[src/rtl/shift_reg_sequencer_pkg.sv]
// -----------------------------------------------------------------------------
// shift_reg_sequencer_pkg
//   Shared encodings for the shift-register sequencer:
//     - MODO_xx       : mode codes understood by the 4-bit universal register
//     - ENABLE/HIGH/LOW : single-bit level names for control pins
//     - state_e       : 2-bit sequencer FSM state codes
//     - cmd_t         : the part of an accepted command held while it executes
// -----------------------------------------------------------------------------
package shift_reg_sequencer_pkg;

    localparam logic [1:0] MODO_00 = 2'b00;   // shift
    localparam logic [1:0] MODO_01 = 2'b01;   // rotate
    localparam logic [1:0] MODO_10 = 2'b10;   // parallel load
    localparam logic [1:0] MODO_11 = 2'b11;   // hold

    localparam logic ENABLE = 1'b1;
    localparam logic HIGH   = 1'b1;
    localparam logic LOW    = 1'b0;

    typedef enum logic [1:0] {
        ST_IDLE = 2'd0,
        ST_LOAD = 2'd1,
        ST_STEP = 2'd2,
        ST_DONE = 2'd3
    } state_e;

    // Step count is not kept here; it lives in the capture counter.
    typedef struct packed {
        logic       rot;
        logic       dir;
        logic       sin;
        logic [3:0] data;
    } cmd_t;

endpackage

[src/rtl/shift_reg_sequencer_capture.sv]
// -----------------------------------------------------------------------------
// sr_seq_capture
//   Step counter plus S_OUT capture register for the sequencer.
//   Ports:
//     clk, rst_n   : clock, asynchronous active-low reset
//     start_i      : new command accepted; clears captured bits, loads cnt_i
//     step_i       : one shift/rotate step happens at this edge
//     s_out_i      : register serial output, captured at bit index = steps done
//     cnt_i        : requested number of steps
//     bits_o       : captured bits, bit0 = first step
//     last_o       : exactly one step remains (current step is the final one)
//     done_o       : no steps remain
// -----------------------------------------------------------------------------
module sr_seq_capture
    import shift_reg_sequencer_pkg::*;
#(
    parameter int CNT_W  = 3,
    parameter int BITS_W = 8
) (
    input  logic              clk,
    input  logic              rst_n,
    input  logic              start_i,
    input  logic              step_i,
    input  logic              s_out_i,
    input  logic [CNT_W-1:0]  cnt_i,
    output logic [BITS_W-1:0] bits_o,
    output logic              last_o,
    output logic              done_o
);

    logic [CNT_W-1:0]  remain_q, remain_d;
    logic [CNT_W-1:0]  idx_q,    idx_d;
    logic [BITS_W-1:0] bits_q,   bits_d;

    // Next-state for counter and capture register. Bits are cleared on start,
    // so OR-ing the new bit into its slot is enough to place it.
    always_comb begin
        remain_d = remain_q;
        idx_d    = idx_q;
        bits_d   = bits_q;
        if (start_i) begin
            remain_d = cnt_i;
            idx_d    = '0;
            bits_d   = '0;
        end else if (step_i && (remain_q != '0)) begin
            bits_d   = bits_q | (BITS_W'(s_out_i) << idx_q);
            idx_d    = idx_q + CNT_W'(1);
            remain_d = remain_q - CNT_W'(1);
        end
    end

    // Counter and capture state registers.
    always_ff @(posedge clk or negedge rst_n) begin
        if (!rst_n) begin
            remain_q <= '0;
            idx_q    <= '0;
            bits_q   <= '0;
        end else begin
            remain_q <= remain_d;
            idx_q    <= idx_d;
            bits_q   <= bits_d;
        end
    end

    assign bits_o = bits_q;
    assign last_o = (remain_q == CNT_W'(1)) ? HIGH : LOW;
    assign done_o = (remain_q == '0) ? HIGH : LOW;

endmodule

[src/rtl/shift_reg_sequencer.sv]
// -----------------------------------------------------------------------------
// shift_reg_sequencer
//   Command-driven controller for a 4-bit universal shift register. Each
//   accepted command parallel-loads a nibble, then applies CMD_CNT shift or
//   rotate steps, capturing every S_OUT bit. Final Q and captured bits are
//   returned on a response handshake.
//   Ports:
//     CLK, RESET_L          : clock, asynchronous active-low reset
//     CMD_VALID/CMD_READY   : command handshake (READY only when idle)
//     CMD_ROT, CMD_DIR,
//     CMD_SIN, CMD_DATA,
//     CMD_CNT               : rotate/shift, direction (1=right), serial-in,
//                             load nibble, step count
//     RSP_VALID/RSP_READY   : response handshake, held until accepted
//     RSP_Q, RSP_BITS       : final register value, captured S_OUT bits
//     ENB, DIR, S_IN,
//     MODO, D               : register control outputs
//     Q, S_OUT              : register outputs fed back
// -----------------------------------------------------------------------------
module shift_reg_sequencer
    import shift_reg_sequencer_pkg::*;
#(
    parameter int CNT_W  = 3,
    parameter int BITS_W = 8
) (
    input  logic              CLK,
    input  logic              RESET_L,
    input  logic              CMD_VALID,
    output logic              CMD_READY,
    input  logic              CMD_ROT,
    input  logic              CMD_DIR,
    input  logic              CMD_SIN,
    input  logic [3:0]        CMD_DATA,
    input  logic [CNT_W-1:0]  CMD_CNT,
    output logic              RSP_VALID,
    input  logic              RSP_READY,
    output logic [3:0]        RSP_Q,
    output logic [BITS_W-1:0] RSP_BITS,
    output logic              ENB,
    output logic              DIR,
    output logic              S_IN,
    output logic [1:0]        MODO,
    output logic [3:0]        D,
    input  logic [3:0]        Q,
    input  logic              S_OUT
);

    state_e     state_q,     state_d;
    cmd_t       cmd_q,       cmd_d;
    logic       rsp_valid_q, rsp_valid_d;
    logic [3:0] rsp_qval_q,  rsp_qval_d;
    logic       settled_q,   settled_d;

    logic              cap_start;
    logic              cap_step;
    logic              cap_last;
    logic              cap_done;
    logic [BITS_W-1:0] cap_bits;

    sr_seq_capture #(
        .CNT_W  (CNT_W),
        .BITS_W (BITS_W)
    ) u_capture (
        .clk     (CLK),
        .rst_n   (RESET_L),
        .start_i (cap_start),
        .step_i  (cap_step),
        .s_out_i (S_OUT),
        .cnt_i   (CMD_CNT),
        .bits_o  (cap_bits),
        .last_o  (cap_last),
        .done_o  (cap_done)
    );

    // FSM next-state. DONE runs in three phases: first cycle samples the
    // settled Q into RSP_Q, second raises RSP_VALID, then waits for RSP_READY.
    // settled_q tells the first phase apart from the later ones.
    always_comb begin
        state_d     = state_q;
        cmd_d       = cmd_q;
        rsp_valid_d = rsp_valid_q;
        rsp_qval_d  = rsp_qval_q;
        settled_d   = settled_q;
        cap_start   = LOW;
        cap_step    = LOW;
        case (state_q)
            ST_IDLE: begin
                if (CMD_VALID) begin
                    cmd_d.rot  = CMD_ROT;
                    cmd_d.dir  = CMD_DIR;
                    cmd_d.sin  = CMD_SIN;
                    cmd_d.data = CMD_DATA;
                    cap_start  = HIGH;
                    settled_d  = LOW;
                    state_d    = ST_LOAD;
                end
            end
            ST_LOAD: begin
                state_d = cap_done ? ST_DONE : ST_STEP;
            end
            ST_STEP: begin
                cap_step = HIGH;
                if (cap_last) begin
                    state_d = ST_DONE;
                end
            end
            ST_DONE: begin
                if (!settled_q) begin
                    rsp_qval_d = Q;
                    settled_d  = HIGH;
                end else if (!rsp_valid_q) begin
                    rsp_valid_d = HIGH;
                end else if (RSP_READY) begin
                    rsp_valid_d = LOW;
                    settled_d   = LOW;
                    state_d     = ST_IDLE;
                end
            end
            default: begin
                state_d = ST_IDLE;
            end
        endcase
    end

    // State and response registers; reset aborts any command in flight.
    always_ff @(posedge CLK or negedge RESET_L) begin
        if (!RESET_L) begin
            state_q     <= ST_IDLE;
            cmd_q       <= '0;
            rsp_valid_q <= LOW;
            rsp_qval_q  <= '0;
            settled_q   <= LOW;
        end else begin
            state_q     <= state_d;
            cmd_q       <= cmd_d;
            rsp_valid_q <= rsp_valid_d;
            rsp_qval_q  <= rsp_qval_d;
            settled_q   <= settled_d;
        end
    end

    // Register controls decoded from registered state and latched command
    // only. DIR/S_IN/D sit at zero outside the states that use them.
    always_comb begin
        ENB  = LOW;
        MODO = MODO_11;
        DIR  = LOW;
        S_IN = LOW;
        D    = '0;
        case (state_q)
            ST_LOAD: begin
                ENB  = ENABLE;
                MODO = MODO_10;
                D    = cmd_q.data;
            end
            ST_STEP: begin
                ENB  = ENABLE;
                MODO = cmd_q.rot ? MODO_01 : MODO_00;
                DIR  = cmd_q.dir;
                S_IN = cmd_q.sin;
            end
            default: begin
            end
        endcase
    end

    // READY is gated by RESET_L so it drops the moment reset asserts.
    assign CMD_READY = ((state_q == ST_IDLE) && RESET_L) ? HIGH : LOW;
    assign RSP_VALID = rsp_valid_q;
    assign RSP_Q     = rsp_qval_q;
    assign RSP_BITS  = cap_bits;

endmodule

[config.mk]
export PLATFORM = sky130hd
export DESIGN_NAME = shift_reg_sequencer
export DESIGN_NICKNAME = d
export VERILOG_FILES = /design/src/rtl/shift_reg_sequencer_pkg.sv /design/src/rtl/shift_reg_sequencer_capture.sv /design/src/rtl/shift_reg_sequencer.sv
export SDC_FILE = /design/constraint.sdc
export NUM_CORES = 1
export LEC_CHECK = 0
export ABC_AREA = 0
export CORE_ASPECT_RATIO = 0.5
export CORE_MARGIN = 8
export CORE_UTILIZATION = 40
export CTS_CLUSTER_DIAMETER = 100
export DETAILED_ROUTE_END_ITERATION = 10
export PLACE_DENSITY = 0.75
export SLEW_MARGIN = 10
export SYNTH_ARGS = -nofsm -noshare
export SYNTH_HDL_FRONTEND = slang
export SYNTH_HIERARCHICAL = 1
export SYNTH_SLANG_ARGS = --single-unit
[constraint.sdc]
create_clock -name CLK -period 2.1 [get_ports CLK]
set_clock_uncertainty 0.1 [all_clocks]
set_input_delay 0.42 -clock CLK [delete_from_list [all_inputs] [get_ports CLK]]
set_output_delay 0.42 -clock CLK [all_outputs]
set_load 0.1 [all_outputs]
### Word-level counts from Yosys, hierarchy flattened

Cells that the tools add are included.

* add/sub/neg operators: 2
* $mul: 0
* div/mod/pow operators: 0
* magnitude comparators: 0
* eq/ne operators: 9
* shift-type cells: 1
* multiplexer cells: 30
* bitwise operators: 2
* reduce and logical (&&, ||, !) cells: 13

Operators by type and width (count)
* $mux W8: 2
* $mux W1: 15
* $mux W3: 4
* $mux W2: 5
* $ne A2 B2 Y1 const B: 5
* $or A8 B8 Y8: 1
* $pmux W2 S4: 1
* $reduce_and A2 Y1: 4
* $shl A1 B3 Y8: 1
* $reduce_and A5 Y1: 1
* $eq A2 B2 Y1 const B: 2
* $mux W4: 1
* $pmux W2 S2: 1
* $reduce_bool A2 Y1: 2
* $add A3 B1 Y3 const B: 1
* $eq A3 B1 Y1 const B: 1
* $logic_not A3 Y1: 1
* $reduce_bool A3 Y1: 1
* $sub A3 B1 Y3 const B: 1
* $eq A2 B1 Y1 const B: 1
* $logic_and A1 B1 Y1: 2
* $logic_not A2 Y1: 1
* $pmux W1 S2: 1
* $reduce_or A2 Y1: 1
* $not A1 Y1: 1

* register bits after elaboration: 29
* bits in latches: 0
* memory bits (writable): 0
* bits in read-only memories: 0
* input bits: 19
* output and inout port bits: 23
* logic and storage cells: 68
* memories: 0

### Depth between registers and ports, before layout

Gate-level depths: netlist (run 1).

* depth after elaboration: 5
* gate-level depth with buffers: 8
* gate-level depth less buffers: 7

### By module

The synthesis (run 1) kept the hierarchy.

Modules (own cells, without submodules)
* shift_reg_sequencer: times used 1, cells each 61, area an instance 759.5 sq um, sequential area each 375.4 sq um
* sr_seq_capture: times used 1, cells each 75, area an instance 742.0 sq um, sequential area each 350.3 sq um

### Worst setup path before layout (run 1)

No wires, ideal clock.

* kind: register to output
* start: register state_q[0]
* end: output MODO[0]
* arrival: 2.980 ns
* data required time: 1.580 ns
* setup slack: -1.400 ns
* stages on the path, launching flop included: 5
* buffers on the path: 0
* cells stage by stage: dfrtp_1 inv_1 ha_1 inv_1 mux2i_1

* longest elaborated chain between the ends: 2
* elaborated cells on any way between the ends: 3
* those cells by class: eq/ne: 2; mux: 1

RTL lines
* from (decl): line shift_reg_sequencer.sv:48 `state_e state_q, state_d;`
* from (signal assigned): line shift_reg_sequencer.sv:134 `state_q <= state_d;`
* $eq A2 B2 Y1 or $eq A2 B1 Y1 (tied branches): line shift_reg_sequencer.sv:150 `case (state_q)`
* $pmux W2 S2 (*): line shift_reg_sequencer.sv:150
* to (decl): line shift_reg_sequencer.sv:42 `output logic [1:0] MODO,`

Every way passes the cells marked *; elsewhere a longest branch is shown, timed or not.

### Worst setup path after layout (run 1)

Same ends and word-level chain as after synthesis.

==> results.yml, run 1 <==
timing:
  finalHoldViolCount: 0
  fmax_mhz: 495
  timing.final.crit_share_pct: 96.3
  min_period_ns: 2.02
  fin_setup_tns_ns: 0
  maxSlewHeadroom_pct: 74.3
  finalMaxSlewViolations: 0
  finalSetupViolCount: 0
  rsz0062_at_grt: "no"
  tightestPinTransition_ns: 0.385
clocking:
  insertion_delay_ns: 0.28
  clockBufferDepth: 2
  clkSinkCount: 29
  clkTransAtPathRegs_ns: 0.06
  cts-root-buf: "clkbuf_8"
  numCtsBuffers: 5
  htree_levels: 2
  cts_tree: "built"
layout:
  layout-drive-gt1-share_pct: 32.6
  nNetsFinal: 214
  n_fill_cell: 278
  final_core_util_pct: 62.9
  final_cells: 238
  area_growth_pct: 46.9
  finalInstanceArea_um2: 2210
  diodes: 0
place:
  port_buffers: 41
  post-dp-hpwl_mm: 2.63
  gp_congestion: 0.761
  placed_area_um2: 2100
  dp_cells: 229
worst_setup_path:
  crit_path_start_kind: "register"
  crit_chain: "inv_2, ha_4, clkinvlp_4, mux2i_4, buf_12"
  slowest_stage: "dfrtp_1"
  end_kind: "output pin"
  cp.arrival_ns: 1.50
  path_buf_inv: 3
  critPathTopFamily: "flip-flops"
  critical_path_class: "reg2out"
  slowest_delay_ns: 0.41
  reg2reg_from: "state_q[1]"
  cp_max_fo: 4
  reg2reg_slack_ns: 0.31
  reg2regPathDepth: 7
  worstPathRequired_ns: 1.58
  reg2reg_to: "u_capture/bits_o[6]"
logic_synthesis:
  ys_types: 34
  yosysTopAreaCell: "dfrtp_1"
  ys_seq_area_share_pct: 48.3
  netlist.area_leader.share_pct: 48.3
  yosysWarningCount: 6
  ys_top_cells_by_count: "dfrtp_1 (29), inv_1 (16), ha_1 (8), and2_1 (7), nand2_1 (7)"
  ys_async_sr_fraction_pct: 100
  synth.avg_cell_area_um2: 11.0
  synth_top_flop_cell: "dfrtp_1"
  netlist_area_um2: 1500
  syn-num-nets: 163
  post-synth-top-count-cell: "dfrtp_1"
  ys_seq_elements: 29
  netlist_instances: 136
  synth_edf_count: 0
  synth.area.top_cells: "dfrtp_1 (48%), ha_1 (6.7%), mux2_1 (4.5%)"
hold_path:
  worstHoldPathCells: 1
  hp-class: "reg2reg"
  worstHoldEndpoint: "RSP_Q[2]"
  hp-start: "RSP_Q[2]"
drt:
  routed_via_density: 4.83
  firstDrtPassIters: 4
  wire_per_inst_um: 14.4
  drc_errors: 0
  vias: 1150
  drt_wl_total_mm: 3.42
  drt_iter0_drc: 45
  ant_nets: 0
global_routing:
  grtUsageTotal_pct: 12.6
  grt_pass1_vias: 1196
  grt_antenna_before_repair: 0
  grt_max_degree: 30
  grt_pass1_wl_mm: 5.82
  grt-ovfl-total: 0
die:
  initial_core_util_pct: 42.8
  pin_count: 42
  row_count: 15
  die_h_um: 59.3
  die_area_um2: 6090
  die_w_um: 103
  core-area_um2: 3510
flow_run:
  maxCapViolations: 0
outcome:
  status: "completed"
## registers in the layout, indices dropped and copies added (netlist names)
signal and flops:
u_capture/bits_o 8, cmd_q 7, RSP_Q 4, u_capture/idx_q 3, u_capture/remain_q 3, state_q 2, RSP_VALID 1, settled_q 1
## placed cells by master, fill, tap and decap left out, types with 2 or more instances in the layout
master and count:
a21oi_1 5, and2_1 7, and2b_4 2, buf_12 11
buf_4 18, clkbuf_8 6, clkdlybuf4s50_1 18, dfrtp_1 29
ha_1 5, ha_2 2, inv_1 14, mux2_1 6
mux2_2 6, mux2i_1 2, nand2_1 7, nand3_1 6
nor2_1 4, nor2b_1 4, o21ai_0 5, o22ai_1 4
o22ai_2 4
## metrics by stage
| stage | setup slack (ns) | hold WS, ns |
|---|---|---|
| 2_1_floorplan | -0.310 | 0.0244 |
| 3_3_place_gp | 0.176 | 0.366 |
| 3_5_place_dp | 0.136 | 0.381 |
| 4_1_cts | 0.00155 | 0.395 |
| 5_1_grt | 0.00184 | 0.412 |
| 6_report | 0.0778 | 0.388 |
## kinds of logic after synthesis
family / Yosys count / synth area share [%]
adders and majority gates: 8 / 6.67
and+or+nand+nor: 37 / 14.7
DFF: 29 / 48.3
AOI/OAI and AO/OA: 27 / 13.8
buffers and inverters: 20 / 5.42
muxes: 15 / 11.0
## area by class of cell
class / instances / area (µm²) / area share, %
Multi-Input combinational cell: 87 / 724 / 32.8
Tap cell: 51 / 63.8 / 2.89
Clock buffer: 7 / 86.3 / 3.91
Sequential cell: 29 / 726 / 32.9
Inverter: 17 / 70.1 / 3.18
Timing Repair Buffer: 47 / 536 / 24.3
## what timing repair did
item / CTS / global route
endpoints found under the setup margin: 1 / 6
buffers inserted: 2 / 0
hold buffers: 0 / 0
resized for setup: 0 / 2
## metal layers
| layer | global-route usage, % | routed length, µm |
|---|---|---|
| met5 | 0 | 0 |
| met4 | 7.44 | 76 |
| met3 | 4.80 | 211 |
| met2 | 19.8 | 1640 |
| met1 | 14.4 | 1490 |
## worst max-delay path by stage
| stage | startpoint | endpoint | slack (ns) | cells after the start |
|---|---|---|---|---|
| after floorplan | state_q[0] | MODO[0] | -0.31 | 4 |
| after global placement | CMD_VALID | state_q[1] | 0.18 | 4 |
| after detailed placement | CMD_VALID | state_q[1] | 0.14 | 4 |
| after CTS | state_q[1] | D[0] | 0.002 | 4 |
| after global routing | state_q[1] | D[0] | 0.002 | 4 |
| final | state_q[0] | MODO[0] | 0.08 | 5 |
Power of run 1 is not shown: default switching activity piles up to over one toggle a cycle in this logic, so the estimate is an artifact.
==> run 2, diff against run 1 <==
SYNTH_HIERARCHICAL = not set   (was 1)
TNS_END_PERCENT = 5   (was not set)
clock period = 2.41 ns   (was 2.1 ns; I/O delays follow)
==> run 2 against run 1 <==
  * Sequential share of layout area is 1.9 points higher
  * Wire length is 0.29% lower
  * Non-clock buffer count is 3 lower
  * Via count is 5.4% higher
==> results.yml, run 2 <==
clocking:
  clkTransAtPathRegs_ns: 0.06
  insertion_delay_ns: 0.28
  cts.repair.resized: 0
  clkSinkCount: 29
  post-cts-setup-buffer-count: 0
  numCtsBuffers: 5
  cts_hold_buf: 0
  clockBufferDepth: 2
  htree_levels: 2
  cts_tree: "built"
  cts-root-buf: "clkbuf_8"
worst_setup_path:
  end_kind: "output pin"
  crit_path_start_kind: "register"
  startpoint: "state_q[0]"
  critical_path_class: "reg2out"
  reg2reg_to: "u_capture.idx_q[2]"
  worstSetupEndpoint: "S_IN"
  cp_max_fo: 9
  worstPathRequired_ns: 1.83
  reg2regPathDepth: 5
  cp.arrival_ns: 1.62
  reg2reg_from: "state_q[0]"
  reg2reg_slack_ns: 0.49
layout:
  nNetsFinal: 222
  layout-drive-gt1-share_pct: 20.6
  final_cell_mix: "dfrtp_1 (29), nand2_1 (27), clkdlybuf4s50_1 (18)"
  n_fill_cell: 303
  largest_reg_flops: 8
  final_common_cell: "dfrtp_1"
  diodes: 0
  area_growth_pct: 43.1
flow_run:
  maxCapViolations: 0
drt:
  drt_iter0_drc: 32
  routed_via_density: 4.95
  drc_errors: 0
  firstDrtPassIters: 4
  vias: 1212
  drt_wl_total_mm: 3.41
  ant_nets: 0
  wire_per_inst_um: 13.9
logic_synthesis:
  synth_edf_count: 0
  ys_types: 34
  syn-num-nets: 177
  ys_seq_elements: 29
  yosysTopAreaCell: "dfrtp_1"
  synth.avg_cell_area_um2: 9.79
  ys_async_sr_fraction_pct: 100
  yosysWarningCount: 0
  synth.area.top_cells: "dfrtp_1 (50%), ha_1 (7.7%), nand2_1 (6.9%)"
  synth_top_flop_cell: "dfrtp_1"
  netlist.area_leader.share_pct: 49.7
  netlist_instances: 149
  ys_seq_area_share_pct: 49.7
  netlist_area_um2: 1460
  post-synth-top-count-cell: "dfrtp_1"
  ys_top_cells_by_count: "dfrtp_1 (29), nand2_1 (27), inv_1 (10), nor2_1 (10), ha_1 (9)"
global_routing:
  grt_pass1_wl_mm: 5.84
  grt_max_degree: 30
  grt-ovfl-total: 0
  grt_antenna_before_repair: 0
  grt_pass1_vias: 1280
  grtUsageTotal_pct: 12.8
place:
  gp_congestion: 0.767
  port_buffers: 41
  dp_slack_ns: 0.303
  post-dp-hpwl_mm: 2.52
timing:
  finalSetupViolCount: 0
  tightestPinTransition_ns: 0.456
  timing.final.crit_share_pct: 91.4
  finalMaxSlewViolations: 0
  setup_ws_ns: 0.208
  fmax_mhz: 454
  min_period_ns: 2.20
  timing.hold.ws_ns: 0.368
  rsz0062_at_grt: "no"
  maxSlewHeadroom_pct: 69.6
  finalHoldViolCount: 0
die:
  die_area_um2: 5950
  die_w_um: 101
  core-area_um2: 3470
  die_h_um: 58.7
  initial_core_util_pct: 42.0
  row_count: 15
  pin_count: 42
outcome:
  status: "completed"
hold_path:
  hp-class: "reg2reg"
==> run 2: cell count changes in the layout (fill, tap and decap cells not counted), sizes merged, moves of 5 or more <==
cell   change
a41oi      +7
inv        -5
mux2       -7
nand2     +20
nor2       +6
o22ai      -8
==> run 2: cell type report <==
cell class                 count  area (µm²)  share of cell area, %
clock buffer                   7        86.3                   4.14
inverter                      11        41.3                   1.98
multi-input combinational    103         669                   32.1
sequential                    29         726                   34.8
tap                           51        63.8                   3.06
timing repair buffer          44         500                   24.0
==> run 2: stage by stage <==
stage / cells / util [%] / TNS [ns] / area [µm²]
2_1_floorplan: 149 / - / -0.0560 / 1460
3_3_place_gp: 238 / 57.6 / 0 / 2000
3_5_place_dp: 238 / 57.6 / 0 / 2000
4_1_cts: 245 / 60.1 / 0 / 2090
5_1_grt: 245 / 60.1 / 0 / 2090
6_report: 245 / 60.1 / 0 / 2090
==> run 2: worst min path at each step <==
stage               slack, ns       end  cells past startpoint      from
floorplan                0.09  RSP_Q[0]                      0   RESET_L
global placement         0.35  cmd_q[4]                      2  cmd_q[4]
detailed placement       0.36  cmd_q[3]                      2  cmd_q[3]
CTS                      0.37  cmd_q[3]                      2  cmd_q[3]
global route             0.39  cmd_q[1]                      2  cmd_q[1]
finish                   0.37  cmd_q[3]                      2  cmd_q[3]
==> run 2: cells by family (layout without fill, tap and decap cells) <==
logic type               Yosys count  count (layout)  synth area share [%]
AO/OA/AOI/OAI                     26              26                  12.0
adder cells (fa/ha/maj)            9               9                  7.72
buffers and inverters             17              62                  4.72
flip-flops                        29              29                  49.7
multiplexers                       7               7                  5.23
AND/OR/NAND/NOR                   61              61                  20.6
==> run 2: worst max-delay path, stage by stage (launching register included) <==
cell     delay [ns]
dfrtp_1        0.42
inv_1          0.14
ha_1           0.37
and2_1         0.23
buf_12         0.18
==> run 2: routing by layer <==
metal / track usage (%) / share of wire, %
met5: 0 / 0
met1: 14.6 / 45
met2: 20.9 / 48
met4: 6.92 / 1.6
met3: 4.35 / 5.8
Power of run 2 is left out for the same reason.
==> run 3, diff against run 2 <==
CTS_BUF_LIST = sky130_fd_sc_hd__clkbuf_8   (was not set)
==> run 3 against run 2 <==
  * Count of clock-buffer cells in the layout decreased by 1
  * Hold slack unchanged
  * First-iteration DRC count is the same
  * Design area is the same
  * Setup slack barely moved
  * Non-clock buffer count unchanged
  * Core utilization unchanged
  * Fmax barely moved
==> results.yml, run 3 (synthesis results as in run 2) <==
global_routing:
  grt_antenna_before_repair: 0
  grt-ovfl-total: 0
  grt_pass1_vias: 1280
  grt_max_degree: 30
  grt_pass1_wl_mm: 5.84
  grtUsageTotal_pct: 12.8
worst_setup_path:
  slowest_delay_ns: 0.42
  startpoint: "state_q[0]"
  reg2reg_from: "state_q[0]"
  slowest_stage: "dfrtp_1"
  crit_path_start_kind: "register"
  critical_path_class: "reg2out"
  reg2reg_slack_ns: 0.49
  cp.arrival_ns: 1.62
  worstSetupEndpoint: "S_IN"
  crit_chain: "inv_1, ha_1, and2_1, buf_12"
  cp_max_fo: 9
  reg2regPathDepth: 5
  reg2reg_to: "u_capture.idx_q[2]"
  end_kind: "output pin"
  worstPathRequired_ns: 1.83
clocking:
  insertion_delay_ns: 0.28
  htree_levels: 2
  numCtsBuffers: 5
  clkTransAtPathRegs_ns: 0.06
  cts_hold_buf: 0
  clkSinkCount: 29
  cts.repair.resized: 0
  clockBufferDepth: 2
  post-cts-setup-buffer-count: 0
  cts_tree: "built"
  cts-root-buf: "clkbuf_8"
drt:
  drt_iter0_drc: 32
  vias: 1212
  ant_nets: 0
  firstDrtPassIters: 4
  wire_per_inst_um: 13.9
  drc_errors: 0
  drt_wl_total_mm: 3.41
  routed_via_density: 4.95
die:
  die_w_um: 101
  pin_count: 42
  initial_core_util_pct: 42.0
  die_area_um2: 5950
  core-area_um2: 3470
  row_count: 15
  die_h_um: 58.7
timing:
  maxSlewHeadroom_pct: 69.6
  finalSetupViolCount: 0
  finalHoldViolCount: 0
  timing.hold.ws_ns: 0.368
  rsz0062_at_grt: "no"
  timing.final.crit_share_pct: 91.4
  tightestPinTransition_ns: 0.456
  finalMaxSlewViolations: 0
  min_period_ns: 2.20
  fmax_mhz: 454
place:
  gp_congestion: 0.767
  post-dp-hpwl_mm: 2.52
  port_buffers: 41
  placed_area_um2: 2000
outcome:
  status: "completed"
hold_path:
  worstHoldPathCells: 2
  hp-class: "reg2reg"
layout:
  finalInstanceArea_um2: 2090
  diodes: 0
  final_common_cell: "dfrtp_1"
  largest_reg_flops: 8
  layout-drive-gt1-share_pct: 20.6
  area_growth_pct: 43.1
  nNetsFinal: 222
  final_cell_mix: "dfrtp_1 (29), nand2_1 (27), clkdlybuf4s50_1 (18)"
flow_run:
  maxCapViolations: 0
-- run 3: changes by cell type in the layout (fill, tap and decap cells not counted), sizes merged --
| cell | before | now |
|---|---|---|
| inv | 11 | 12 |
| clkbuf | 7 | 6 |
-- run 3: cell type report --
| class | instances | area (µm²) |
|---|---|---|
| multi-input combinational | 103 | 669 |
| tap | 51 | 63.8 |
| sequential | 29 | 726 |
| fill | 303 | 1390 |
| clock buffer | 6 | 82.6 |
| timing repair buffer | 44 | 500 |
| clock inverter | 1 | 3.75 |
| inverter | 11 | 41.3 |
-- run 3: metal layers --
layer | vias to the layer above | share of wire (%) | GRT usage, %
li1 | 598 | - | -
met1 | 577 | 45 | 14.6
met2 | 32 | 48 | 20.9
met3 | 5 | 5.8 | 4.35
met4 | 0 | 1.6 | 6.92
met5 | - | 0 | 0
-- run 3: worst max-delay path: cells and delay by family, from the launching register on --
kind | cells | cell delay [ns]
simple gates | 1 | 0.23
flops | 1 | 0.42
fa+ha+maj | 1 | 0.37
buf+inv | 2 | 0.32
-- run 3: worst min path at each step --
stage               startpoint       end
floorplan              RESET_L  RSP_Q[0]
global placement      cmd_q[4]  cmd_q[4]
global route          cmd_q[1]  cmd_q[1]
detailed placement    cmd_q[3]  cmd_q[3]
CTS                   cmd_q[3]  cmd_q[3]
finish                cmd_q[3]  cmd_q[3]
-- run 3: stage by stage --
step	util [%]	instances	setup WS [ns]	TNS, ns
3_3_place_gp	57.6	238	0.326	0
6_report	60.1	245	0.208	0
4_1_cts	60.1	245	0.179	0
5_1_grt	60.1	245	0.0384	0
3_5_place_dp	57.6	238	0.303	0
2_1_floorplan	-	149	-0.0422	-0.0560
Power of run 3 is left out for the same reason.
